<file path="src/rtl/id_ex_stage.sv">
// Decode / operand-fetch stage and ID/EX register.
// Bypasses same-cycle writeback and bubbles on load-use.
module id_ex_stage #(
  parameter int XLEN       = 32,
  parameter int REG_ADDR_W = 5
) (
  input  logic                  clk,
  input  logic                  rst_n,
  input  logic                  if_valid,
  input  logic [31:0]           if_instr,
  input  logic [XLEN-1:0]       if_pc,
  output logic                  id_ready,
  output logic [REG_ADDR_W-1:0] add_rs1,
  output logic [REG_ADDR_W-1:0] add_rs2,
  input  logic [XLEN-1:0]       data_rs1,
  input  logic [XLEN-1:0]       data_rs2,
  input  logic                  wb_regwrite,
  input  logic [REG_ADDR_W-1:0] wb_rd,
  input  logic [XLEN-1:0]       wb_data,
  input  logic                  flush,
  input  logic                  ex_stall,
  output logic                  ex_valid,
  output logic [XLEN-1:0]       ex_pc,
  output logic [XLEN-1:0]       ex_rs1_val,
  output logic [XLEN-1:0]       ex_rs2_val,
  output logic [XLEN-1:0]       ex_imm,
  output logic [REG_ADDR_W-1:0] ex_rd,
  output logic [6:0]            ex_opcode,
  output logic [2:0]            ex_funct3,
  output logic                  ex_funct7b5,
  output logic                  ex_regwrite,
  output logic                  ex_memread,
  output logic                  ex_memwrite,
  output logic                  ex_illegal
);

  localparam logic [6:0] OP_LUI    = 7'b0110111;
  localparam logic [6:0] OP_AUIPC  = 7'b0010111;
  localparam logic [6:0] OP_JAL    = 7'b1101111;
  localparam logic [6:0] OP_JALR   = 7'b1100111;
  localparam logic [6:0] OP_BRANCH = 7'b1100011;
  localparam logic [6:0] OP_LOAD   = 7'b0000011;
  localparam logic [6:0] OP_STORE  = 7'b0100011;
  localparam logic [6:0] OP_IMM    = 7'b0010011;
  localparam logic [6:0] OP_OP     = 7'b0110011;

  typedef struct packed {
    logic                  valid;
    logic [XLEN-1:0]       pc;
    logic [XLEN-1:0]       rs1_val;
    logic [XLEN-1:0]       rs2_val;
    logic [XLEN-1:0]       imm;
    logic [REG_ADDR_W-1:0] rd;
    logic [6:0]            opcode;
    logic [2:0]            funct3;
    logic                  funct7b5;
    logic                  regwrite;
    logic                  memread;
    logic                  memwrite;
    logic                  illegal;
  } id_ex_t;

  id_ex_t ex_d, ex_q, dec;

  logic [6:0]            opc;
  logic [REG_ADDR_W-1:0] rs1, rs2, rd;
  logic [XLEN-1:0]       rs1_val, rs2_val;
  logic [31:0]           imm32;
  logic                  use_rs1, use_rs2;
  logic                  wr_rd, legal;
  logic                  hazard;

  assign opc     = if_instr[6:0];
  assign rs1     = if_instr[15 +: REG_ADDR_W];
  assign rs2     = if_instr[20 +: REG_ADDR_W];
  assign rd      = if_instr[7 +: REG_ADDR_W];
  assign add_rs1 = rs1;
  assign add_rs2 = rs2;

  // Operand select: x0, then same-cycle writeback, then regfile.
  always_comb begin
    rs1_val = data_rs1;
    rs2_val = data_rs2;
    if (rs1 == '0)
      rs1_val = '0;
    else if (wb_regwrite && wb_rd == rs1)
      rs1_val = wb_data;
    if (rs2 == '0)
      rs2_val = '0;
    else if (wb_regwrite && wb_rd == rs2)
      rs2_val = wb_data;
  end

  // Opcode class decode: source use, immediate, rd write.
  always_comb begin
    use_rs1 = 1'b0;
    use_rs2 = 1'b0;
    wr_rd   = 1'b0;
    legal   = 1'b1;
    imm32   = '0;
    unique case (opc)
      OP_LUI, OP_AUIPC: begin
        wr_rd = 1'b1;
        imm32 = {if_instr[31:12], 12'b0};
      end
      OP_JAL: begin
        wr_rd = 1'b1;
        imm32 = {{11{if_instr[31]}}, if_instr[31],
                 if_instr[19:12], if_instr[20],
                 if_instr[30:21], 1'b0};
      end
      OP_JALR, OP_LOAD, OP_IMM: begin
        wr_rd   = 1'b1;
        use_rs1 = 1'b1;
        imm32   = {{20{if_instr[31]}}, if_instr[31:20]};
      end
      OP_BRANCH: begin
        use_rs1 = 1'b1;
        use_rs2 = 1'b1;
        imm32   = {{19{if_instr[31]}}, if_instr[31],
                   if_instr[7], if_instr[30:25],
                   if_instr[11:8], 1'b0};
      end
      OP_STORE: begin
        use_rs1 = 1'b1;
        use_rs2 = 1'b1;
        imm32   = {{20{if_instr[31]}},
                   if_instr[31:25], if_instr[11:7]};
      end
      OP_OP: begin
        wr_rd   = 1'b1;
        use_rs1 = 1'b1;
        use_rs2 = 1'b1;
      end
      default: legal = 1'b0;
    endcase
  end

  // Assemble the decoded bundle for a normal capture.
  always_comb begin
    dec          = '0;
    dec.valid    = 1'b1;
    dec.pc       = if_pc;
    dec.rs1_val  = rs1_val;
    dec.rs2_val  = rs2_val;
    dec.imm      = XLEN'($signed(imm32));
    dec.rd       = rd;
    dec.opcode   = opc;
    dec.funct3   = if_instr[14:12];
    dec.funct7b5 = if_instr[30];
    dec.regwrite = legal && wr_rd && rd != '0;
    dec.memread  = legal && opc == OP_LOAD;
    dec.memwrite = legal && opc == OP_STORE;
    dec.illegal  = !legal;
  end

  assign hazard = if_valid && ex_q.valid && ex_q.memread
               && ex_q.rd != '0
               && ((use_rs1 && ex_q.rd == rs1)
                || (use_rs2 && ex_q.rd == rs2));

  assign id_ready = !rst_n || flush || !(ex_stall || hazard);

  // Per-cycle action: flush, stall, hazard, capture, bubble.
  always_comb begin
    ex_d = '0;
    priority case (1'b1)
      flush:    ex_d = '0;
      ex_stall: ex_d = ex_q;
      hazard:   ex_d = '0;
      if_valid: ex_d = dec;
      default:  ex_d = '0;
    endcase
  end

  // ID/EX pipeline register.
  always_ff @(posedge clk or negedge rst_n) begin
    if (!rst_n) ex_q <= '0;
    else        ex_q <= ex_d;
  end

  assign ex_valid    = ex_q.valid;
  assign ex_pc       = ex_q.pc;
  assign ex_rs1_val  = ex_q.rs1_val;
  assign ex_rs2_val  = ex_q.rs2_val;
  assign ex_imm      = ex_q.imm;
  assign ex_rd       = ex_q.rd;
  assign ex_opcode   = ex_q.opcode;
  assign ex_funct3   = ex_q.funct3;
  assign ex_funct7b5 = ex_q.funct7b5;
  assign ex_regwrite = ex_q.regwrite;
  assign ex_memread  = ex_q.memread;
  assign ex_memwrite = ex_q.memwrite;
  assign ex_illegal  = ex_q.illegal;

endmodule

</file>
<file path="config.mk">
export PLATFORM = sky130hd
export DESIGN_NAME = id_ex_stage
export DESIGN_NICKNAME = d
export VERILOG_FILES = /design/src/rtl/id_ex_stage.sv
export SDC_FILE = /design/constraint.sdc
export NUM_CORES = 1
export LEC_CHECK = 0
export CAP_MARGIN = 15
export CORE_UTILIZATION = 40
export CTS_CLUSTER_DIAMETER = 200
export DETAILED_ROUTE_END_ITERATION = 8
export GPL_ROUTABILITY_DRIVEN = 0
export GPL_TIMING_DRIVEN = 0
export HOLD_SLACK_MARGIN = 0.1
export PLACE_DENSITY_LB_ADDON = 0.08
export SLEW_MARGIN = 20
export SYNTH_ARGS = -nofsm -noshare
export SYNTH_HDL_FRONTEND = slang
export SYNTH_SLANG_ARGS = --single-unit
</file>
<file path="constraint.sdc">
create_clock -name clk -period 2.6 [get_ports clk]
set_clock_uncertainty 0.15 [all_clocks]
set_input_delay 0.52 -clock clk [delete_from_list [all_inputs] [get_ports clk]]
set_output_delay 0.52 -clock clk [all_outputs]
set_load 0.02 [all_outputs]
</file>
After elaboration in Yosys (flattened, before gate mapping) --
Index checks and enable logic that the tools add are counted.
Word-level totals: output and inout bits 160, input bits 171, register bits 149, logic and storage cells 69
Cells by class: equal/unequal tests 14, reduce and logical (&&, ||, !) cells 29, mux-type cells 13
Operator list (count):
- 2-to-1 mux 149 bit | 4
- one-hot mux 32 bit (5 select lines) | 1
- 2-to-1 mux 32 bit | 4
- equality test 7 x 6 -> 1 bit, second input constant | 3
- equality test 7 bit, second input constant | 3
- equality test 5 bit | 4
- equality test 7 x 5 -> 1 bit, second input constant | 2
- logical AND 1 bit | 12
- logical NOT 5 bit | 2
- nonzero test 5 bit | 2
- OR reduction 9 bit | 1
- equality test 7 x 2 -> 1 bit, second input constant | 1
- OR reduction 7 bit | 1
- OR reduction 3 bit | 2
- OR reduction 6 bit | 1
- logical OR 1 bit | 4
- 2-to-1 mux 1 bit | 4
- logical NOT 1 bit | 3
- inequality test 2 bit, second input constant | 1
- OR reduction 2 bit | 1

Logic depth before layout (Yosys ltp) --
word-level depth 9, gate-level depth with buffers 8, mapped depth without buffers 5

Worst setup path before layout --
Ideal clock, no wire load.
kind reg-to-output, start point register ex_q (netlist bit ex_rd[1]), end point output port id_ready, stages on the path, launching flop included 5, required time 1.930 ns, data arrival time 1.592 ns, path slack 0.338 ns, path buffers 0, path through dfrtp_1 > or4_1 > o2111ai_2 > o21ai_0 > nand3b_1
Between the ends: cells in the longest elaborated chain, start to end 7, elaborated cells between the ends (all ways) 11, classes of those cells eq/ne: 2; reduce/logical: 9
RTL lines:
- start: declaration | line 63 | id_ex_t ex_d, ex_q, dec;
- start signal: assignment | line 178 | if (!rst_n) ex_q <= '0;
- start signal: assignment | line 179 | else ex_q <= ex_d;
- equality test 5 bit, on equally long branches | line 159, 160
- logical AND 1 bit, on equally long branches | line 159, 160
- logical OR 1 bit | line 160 | || (use_rs2 && ex_q.rd == rs2));
- logical AND 1 bit * | line 159 | && ((use_rs1 && ex_q.rd == rs1)
- logical OR 1 bit * | line 162 | assign id_ready = !rst_n || flush || !(ex_stall || hazard);
- logical NOT 1 bit * | line 162
- logical OR 1 bit * | line 162
- end: declaration | line 12 | output logic id_ready,
Mark *: on every way between the ends. The rest lies on a longest branch, timed or not.

Worst setup path in the final report --
start point input port if_instr[15], end point output port id_ready
Between the ends: cells in the longest elaborated chain, start to end 7
RTL lines:
- start: declaration | line 10 | input logic [31:0] if_instr,
- equality test 5 bit | line 159
- logical AND 1 bit | line 159
- logical OR 1 bit | line 160
- logical AND 1 bit | line 159
- logical OR 1 bit | line 162
- logical NOT 1 bit | line 162
- logical OR 1 bit | line 162
Every way passes these cells.

==> results.sh <==
export IMPL_grt_pass1_wl_um=37970
export IMPL_n_antenna_cell=0
export IMPL_cp_arrival_ns=2.08
export IMPL_syn_inst=569
export IMPL_worstMarginPinSlew_ns=0.6261
export IMPL_clk_pin_slew_ns=0.07
export IMPL_cts_sinks=149
export IMPL_port_buffers=328
export IMPL_fin_cells=1161
export IMPL_antenna_found_initial=0
export IMPL_seq_power_share_pct=40.4
export IMPL_rrSetupSlack_ns=0.15
export IMPL_nNetsFinal=1095
export IMPL_boundaryPins=331
export IMPL_synth_fp_nets=740
export IMPL_power_total_mw=6.031
export IMPL_dpl_cell_count=1123
export IMPL_hold_path_class="primary input to register"
export IMPL_vias=6532
export IMPL_violations="negative setup slack"
export IMPL_synth_fa_ha_area_share_pct=0
export IMPL_viasPerCell=5.626
export IMPL_synth_top_area_share_pct=53.10
export IMPL_hp_start="if_instr[5]"
export IMPL_setup_violations_final=1
export IMPL_synth_area_um2=7022
export IMPL_synth_top_family_by_area="compound AO/OA/AOI/OAI gates"
export IMPL_num_rows=48
export IMPL_yosysUniqueCellTypes=47
export IMPL_synthXorXnorAreaFrac_pct=2.495
export IMPL_clk_latency_ns=0.42
export IMPL_grt_max_degree=103
export IMPL_yosysTopAreaCell="dfrtp_1"
export IMPL_finalSetupTns_ns=-0.1479
export IMPL_critPathLaunchType="primary input"
export IMPL_muxShareOfSynthArea_pct=10.41
export IMPL_critical_path_buf_inv_count=2
export IMPL_drc=0
export IMPL_synth_most_common_cell="dfrtp_1"
export IMPL_grt_use_total_pct=27.83
export IMPL_drive_gt1_share_pct=13.46
export IMPL_min_period_over_period_pct=105.7
export IMPL_required_ns=1.93
export IMPL_coreArea_um2=17240
export IMPL_ys_warn_count=0
export IMPL_leakage_nw=4.739
export IMPL_ir_drop_uv=439.2
export IMPL_worstSetupEndpointType="primary output"
export IMPL_final_max_slew_violation_count=0
export IMPL_finalWirelength_um=24700
export IMPL_rsz0062_at_grt="true"
export IMPL_initial_core_util_pct=40.74
export IMPL_dieArea_um2=18090
export IMPL_critical_path_peak_fanout=5
export IMPL_synth_seq_cells=149
export IMPL_synth_simple_gate_area_share_pct=5.470
export IMPL_tritoncts="built"
export IMPL_path_cells="dlygate4sd2_1 -> xor2_1 -> nor4_2 -> a32oi_2 -> o21ai_1 -> nand3b_1 -> buf_6"
export IMPL_synth_compound_area_share_pct=22.56
export IMPL_max_freq_mhz=363.9
export IMPL_hold_viol=0
export IMPL_timing_rr_start="ex_rd[0]"
export IMPL_grt_pass1_vias=6785
export IMPL_powerDensity_nw_per_um2=532.1
export IMPL_maxCapViolations=0
export IMPL_path_delay_family="simple AND/OR/NAND/NOR gates"
export IMPL_htree_levels=4
export IMPL_worstSetupStartpoint="if_instr[15]"
export IMPL_dr_pass1_iters=6
export IMPL_ys_top_cells_by_area="dfrtp_1, a32o_1, a22o_1, mux2_2, mux2_1"
export IMPL_cts_buffers=17
export IMPL_hpwl_um=18210
export IMPL_path_class="primary input to primary output"
export IMPL_ys_seq_area_share_pct=53.10
export IMPL_slew_headroom_pct=58.11
export IMPL_power_internal_mw=4.525
export IMPL_syn_avg_cell_area_um2=12.34
export IMPL_seq_area_um2=3731
export IMPL_clockBufferDepth=2
export IMPL_period_needed_ns=2.748
export IMPL_synth_edf_count=0
export IMPL_ys_top_cells_by_count="dfrtp_1, a32o_1, a22o_1"
export IMPL_swShare_pct=24.98
export IMPL_die_h_um=134.5
export IMPL_drtIter0Drc=343
export IMPL_p_switching_mw=1.506
export IMPL_root_buffer="clkbuf_16"
export IMPL_synth_ff_type="dfrtp_1"
export IMPL_worst_slack_ns=-0.1479
export IMPL_slowest_delay_ns=0.39
export IMPL_outcome="complete, but fails checks"
export IMPL_overflow=0
export IMPL_die_w_um=134.5
export IMPL_syn2layout_area_growth_pct=61.42
export IMPL_multi_input_area_um2=2900
export IMPL_synthArstFlopShare_pct=100.0
export IMPL_fill_cells=1311
export IMPL_comb_power_share_pct=16.0
export IMPL_clkPwrFrac_pct=43.6
export IMPL_wl_per_cell_um=21.27
export IMPL_cp_slowest_cell="nor4_2"
export IMPL_ant_nets=0
-- kinds of logic after synthesis --
group	count (synthesis)
compound gates	195
xor+xnor	20
mux	65
buf+inv	65
simple gates	75
flops	149
-- layer usage --
metal	vias to the layer above	routed length [um]	global-route usage (%)	share of wire [%]
met2	312	12300	47.06	50
met1	3275	9960	34.77	40
li1	2904	-	-	-
met4	0	582	9.551	2.4
met5	-	0	0	0
met3	41	1853	6.869	7.5
-- power by group through the flow --
stage | Combinational [mW] | Sequential, mW | Clock (mW)
global route | 1.02 | 2.44 | 2.77
global placement | 0.933 | 2.48 | 0
CTS | 0.967 | 2.44 | 2.66
detailed placement | 0.957 | 2.48 | 0
floorplan | 0.278 | 2.56 | 0
finish | 0.963 | 2.44 | 2.63
-- through the flow --
step / instance area, um^2 / hold WS [ns] / setup WS [ns] / utilization, %
final: 11330 / 0.2875 / -0.1479 / 65.76
after global routing: 11330 / 0.2760 / -0.2061 / 65.76
after CTS: 11320 / 0.2612 / -0.1456 / 65.65
after detailed placement: 10620 / 0.2947 / -0.9049 / 61.61
after global placement: 10590 / 0.3112 / -5.062 / 61.42
after floorplan: 7022 / 0.07441 / 0.3383 / -
-- what timing repair did --
action | in CTS | in global routing
setup buffers | 6 | 0
resized for setup | 28 | 10
pin swaps | 6 | 1
hold buffers | 1 | 0
setup endpoints to repair | 65 | 66
hold endpoints to repair | 47 | 0
-- registers in the layout, summed over array words and instances (netlist names) --
signal,flops
ex_imm,32
ex_pc,32
ex_rs1_val,32
ex_rs2_val,32
ex_opcode,7
ex_rd,5
ex_funct3,3
ex_funct7b5,1
ex_illegal,1
ex_memread,1
ex_memwrite,1
ex_regwrite,1
ex_valid,1
-- area by class of cell --
cell class,count,area share (%)
Multi-Input combinational cell,355,25.59
Tap cell,225,2.484
Inverter,1,0.03312
Sequential cell,149,32.92
Clock inverter,13,1.755
Buffer,64,3.819
Timing Repair Buffer,336,29.62
Clock buffer,18,3.786
-- cell usage in the layout, fill, tap and decap left out, types with 2 or more instances in the layout --
cell,count
clkdlybuf4s50_1,314
mux2_1,28
buf_8,5
o21ai_0,27
a21oi_1,26
nand2_1,31
buf_2,6
a22o_1,51
buf_6,11
clkinv_4,4
mux2_2,36
dfrtp_2,2
xnor2_1,2
dfrtp_1,147
bufinv_16,4
nand2b_1,2
o31ai_1,2
a32o_1,72
nand3b_1,2
dlygate4sd2_1,12
clkbuf_2,4
inv_6,2
nor3b_1,3
buf_4,20
nand3_1,2
nor4_1,2
and3_1,4
clkbuf_1,24
a31oi_1,2
clkbuf_16,17
clkbuf_4,2
a22oi_1,4
clkinvlp_4,2
xor2_1,18
nor2_1,10
nor3_1,5
nor2b_1,4
-- worst paths after layout --
check                                      end  cells after the start
min in group asynchronous         ex_opcode[1]                      2
worst max register to register      ex_imm[20]                      7
worst min-delay path              ex_opcode[5]                      2
worst min register to register      ex_imm[26]                      2
max in group asynchronous       ex_rs1_val[31]                      3
worst max-delay path                  id_ready                      7
-- worst reg2reg max path, cell delays in order, from the launching register on --
cell and delay, ns:
dfrtp_2 0.44, xor2_1 0.18, nor4_2 0.39, a32oi_2 0.16
buf_4 0.16, o21ai_2 0.32, clkbuf_1 0.35, o21ai_0 0.17
(Power assumes the default switching activity.)
==> RTL change 1: new RTL, same flow settings <==
Set the parameter `REG_ADDR_W` to 4 (it was 5).
--- a/src/rtl/id_ex_stage.sv
+++ b/src/rtl/id_ex_stage.sv
@@ -2,7 +2,7 @@
 // Bypasses same-cycle writeback and bubbles on load-use.
 module id_ex_stage #(
   parameter int XLEN       = 32,
-  parameter int REG_ADDR_W = 5
+  parameter int REG_ADDR_W = 4
 ) (
   input  logic                  clk,
   input  logic                  rst_n,
Ports: changed (resized add_rs1, add_rs2, ex_rd and wb_rd); port bits go from 331 to 327. The function was not compared with the original's and may differ.
==> RTL change 1 against the original RTL <==
- the flow finishes with violations (negative hold slack, negative setup slack)
- final cell count is 0.69% lower
- synthesized cell count is 0.18% lower
- final area is 1.7% lower
- core utilization is 1.4 points higher
- combinational power is 14% higher
- setup slack worse by 0.18 ns
- synthesized area is 3.1% lower
- sequential cell count is 1 lower
- non-clock buffer count is 7 lower
- wire length is 0.43% lower
- total power is 1.8% higher
- largest power group unchanged
==> RTL change 1: results (changes against the original RTL) <==
[placement]
port_buffers=324  ; was 328
dpl_worst_slack_ns=-1.19  ; was -0.905 ns
dp_hpwl_microns=18400  ; was 18200 microns

[finish]
drive_gt1_share_pct=15.5  ; was 13.5%
fin_nets=1092  ; was 1095
n_fill_cell=1269  ; was 1311

[synthesis]
yosys-top-cells-area=dfrtp_1 (54%), a32o_1 (9.6%), mux2_2 (8.9%)  ; was dfrtp_1 (53%), a32o_1 (10%), a22o_1 (6.4%)
yosysSeqAreaShare_pct=54.4  ; was 53.1%
syn_inst=568  ; was 569
ys_top_cells_by_count=dfrtp_1 (148), a32o_1 (65), mux2_2 (54), a22o_1 (49), nand2_1 (48)  ; was dfrtp_1 (149), a32o_1 (72), a22o_1 (51), mux2_2 (36), nand2_1 (32)
synth.distinct_cells=40  ; was 47
synthesis.nets=738  ; was 740
async_flop_share_pct=100  ; unchanged

[setup_path]
r2r-start=ex_rd[0]  ; unchanged
critPathArrivalTime_ns=2.25  ; was 2.08 ns
setup.worst_path.start=ex_rd[2]  ; was if_instr[15]
r2r_end=ex_pc[16]  ; was ex_imm[20]
path_max_fanout=4  ; was 5
rr_worst_depth=10  ; was 7
reg2reg_slack_ns=0.09  ; was 0.15 ns

[detailed_routing]
drt_iter0_drc=468  ; was 343
num_vias=6493  ; was 6532
drt-total-wl_microns=24600  ; was 24700 microns
vias_per_cell=5.63  ; about the same

[outcome]
violations=negative hold slack, negative setup slack  ; was negative setup slack
status=complete, but fails checks  ; unchanged

[sta]
postLayoutSetupSlackWorst_ns=-0.324  ; was -0.148 ns
hold_violations=59  ; was 0
slew_headroom_pct=53.8  ; was 58.1%
setup_viol=1  ; unchanged
whs_ns=-0.0645  ; was 0.288 ns

[clocking]
cts_max_path_buffers=2  ; unchanged

[pwr]
ir_drop_mv=0.456  ; was 0.439 mV
p_leak_uw=0.00460  ; was 0.00474 uW

[grt]
antenna_found_initial=1  ; was 0
grt_first_pass_wirelength_microns=38100  ; was 38000 microns
grt_pass1_vias=6786  ; was 6785
grt_usage_pct=28.5  ; was 27.8%
grt_max_degree=90  ; was 103

[worst_hold_path]
hold_path.class=primary input to asynchronous set/reset pin  ; was primary input to flip-flop

RTL change 1: cell count changes after synthesis, sizes merged, moves of 3 or more:
cell / delta
nand2: +16
buf: -12
o21ai: +9
a32o: -7
clkbuf: +6
nand3: +5
nor3: -5
nor4: +5
xor2: -4
nor2b: -3
RTL change 1: logic make-up after synthesis:
family / synth area share (%)
AO/OA/AOI/OAI: 22.4
XOR/XNOR: 2.06
buffers and inverters: 4.34
flip-flops: 54.4
multiplexers: 10.6
AND/OR/NAND/NOR: 6.16
RTL change 1: worst max-delay path: stages (launching register included):
cell	delay (ns)
dfrtp_2	0.44
buf_4	0.15
xor2_1	0.15
nor4_1	0.29
o21ai_1	0.18
a21o_4	0.22
a211o_1	0.27
buf_6	0.14
RTL change 1: routing by layer:
metal / wire length [microns] / vias to the layer above / track usage (%)
met5: 0 / - / 0
met4: 1030 / 0 / 13.5
met3: 1760 / 66 / 7.32
met2: 12000 / 308 / 47.0
met1: 9770 / 3252 / 35.1
li1: - / 2867 / -
RTL change 1: worst max path at each step:
stage | slack (ns) | endpoint
global route | -0.42 | id_ready
floorplan | 0.03 | id_ready
finish | -0.32 | id_ready
global placement | -4.90 | ex_rs2_val[26]
CTS | -0.34 | id_ready
detailed placement | -1.19 | id_ready
RTL change 1: repair_timing:
| item | CTS | global route |
|---|---|---|
| pin swaps | 4 | 4 |
| setup endpoints to repair | 110 | 67 |
| buffers inserted | 5 | 6 |
| resized for setup | 25 | 23 |
| endpoints found under the hold margin | 88 | 88 |
RTL change 1: through the flow:
stage	cell area, sq um	TNS (ns)	util [%]	power (uW)	hold slack (ns)
final	11100	-0.324	67.2	6140	-0.0645
after detailed placement	10400	-74.19	62.5	3560	0.323
after global routing	11100	-0.423	67.2	6360	-0.00499
after global placement	10300	-793.84	62.3	3540	0.312
after floorplan	6810	0	-	2920	0.0744
after CTS	11000	-0.335	66.6	6160	-0.0254
RTL change 1: where the power goes:
part           switching, uW  internal, uW  leakage (uW)
Combinational            519           583       0.00229
Clock                    936          1640      0.000301
Sequential              63.5          2400       0.00201
RTL change 1: final cells by class:
cell class | instances | area share [%]
buffer | 57 | 2.65
timing repair buffer | 336 | 30.1
tap | 220 | 2.47
clock buffer | 20 | 4.10
clock inverter | 10 | 1.40
sequential | 148 | 33.3
inverter | 3 | 0.101
multi-input combinational | 359 | 25.8
==> RTL change 2: new RTL, same settings <==
Made on the original files. Reset style: synchronous (`rst_n`), changed in one clocked block.
--- a/src/rtl/id_ex_stage.sv
+++ b/src/rtl/id_ex_stage.sv
@@ -174,7 +174,7 @@
   end
 
   // ID/EX pipeline register.
-  always_ff @(posedge clk or negedge rst_n) begin
+  always_ff @(posedge clk) begin
     if (!rst_n) ex_q <= '0;
     else        ex_q <= ex_d;
   end
Formal check against the unedited RTL: differs if rst_n is asserted again (counterexample within 4 cycles, from zero or initial values and one cycle with rst_n low); with rst_n held inactive, the same outputs for 4 cycles.
==> RTL change 2 against the original RTL <==
- the flow still finishes with violations (negative setup slack)
- register-to-register slack gained 0.24 ns
- hold slack worse by 0.032 ns
- non-clock buffer count down 18
- global-route usage about the same
- final area fell by 11%
- synthesized cell count is 9.7% higher
- sequential share of layout area down 3.2 points
- setup slack better by 0.056 ns
- wire length down 12%
- total power down 9.2%
- synthesized area is 15% lower
- highest routed layer unchanged
- sequential cell count unchanged
- core utilization up 3.3 points
==> RTL change 2: results (changes against the original RTL) <==
[synthesis]
ys_top_cells_by_count=dfxtp_1 (149), nand2_1 (97), o21ai_0 (94), mux2i_1 (65), a22o_1 (51)  ; was dfrtp_1 (149), a32o_1 (72), a22o_1 (51), mux2_2 (36), nand2_1 (32)
async_flop_share_pct=0  ; was 100%
avgSynthCellArea_sq_um=9.53  ; was 12.3 sq um
synthMuxAreaShare_pct=10.9  ; was 10.4%

[outcome]
status=complete, but fails checks  ; unchanged
violations=negative setup slack  ; unchanged

[finish]
fin_nets=1141  ; was 1095

[clocking]
cts-resized-gates=25  ; was 28
post_cts_buffers=0  ; was 6

[setup_path]
cp_top_family=buffers and inverters  ; was simple AND/OR/NAND/NOR gates
slowest_delay_ns=0.59  ; was 0.39 ns
rr_worst_depth=6  ; was 7
r2r_end=ex_imm[22]  ; was ex_imm[20]

[detailed_routing]
vias_per_cell=5.18  ; was 5.63
drt_iter0_drc=311  ; was 343

[pwr]
p_leak_uw=0.00364  ; was 0.00474 uW
p_comb_uw=681  ; was 963 uW
ir_drop_mv=0.394  ; was 0.439 mV
p_per_area_nw_per_um2=546  ; was 532 nW/um^2
switchingPower_uw=1250  ; was 1510 uW

[placement]
dp.cells=1135  ; was 1123
port_buffers=327  ; was 328
dpl_worst_slack_ns=-0.751  ; was -0.905 ns
dpl_cell_area_sq_um=9450  ; was 10600 sq um

[grt]
grt_max_degree=17  ; was 103
grt_usage_pct=27.9  ; was 27.8%
grt_first_pass_wirelength_microns=31900  ; was 38000 microns

[sta]
postLayoutSetupSlackWorst_ns=-0.0920  ; was -0.148 ns
whs_ns=0.256  ; was 0.288 ns
worst_slew_pin_slew_ns=0.537  ; was 0.626 ns
fin_setup_tns_ns=-0.115  ; was -0.148 ns
setup_viol=2  ; was 1

RTL change 2: changes by cell type in the layout (fill, tap and decap cells not counted), sizes merged, moves of 5 or more:
cell,unedited run,this run
xor2,18,10
mux2,64,0
dfrtp,149,0
buf,44,29
o21ai,29,95
nand2,32,97
a32o,72,7
dfxtp,0,149
mux2i,1,65
nand3,2,7
xnor2,2,10
RTL change 2: final cells by class:
cell class / instances / area [sq um]
Antenna cell: 1 / 2.50
Buffer: 55 / 298
Clock buffer: 20 / 447
Sequential cell: 149 / 2990
Multi-Input combinational cell: 419 / 2680
Timing Repair Buffer: 327 / 3260
Inverter: 1 / 3.75
Tap cell: 184 / 230
Fill cell: 1202 / 4500
Clock inverter: 9 / 131
RTL change 2: routing by layer:
metal | GRT usage (%) | wire (microns) | vias to the layer above
li1 | - | - | 2901
met1 | 29.4 | 8320 | 2805
met2 | 49.8 | 10700 | 273
met3 | 10.1 | 2050 | 50
met4 | 11.7 | 655 | 0
met5 | 0 | 0 | -
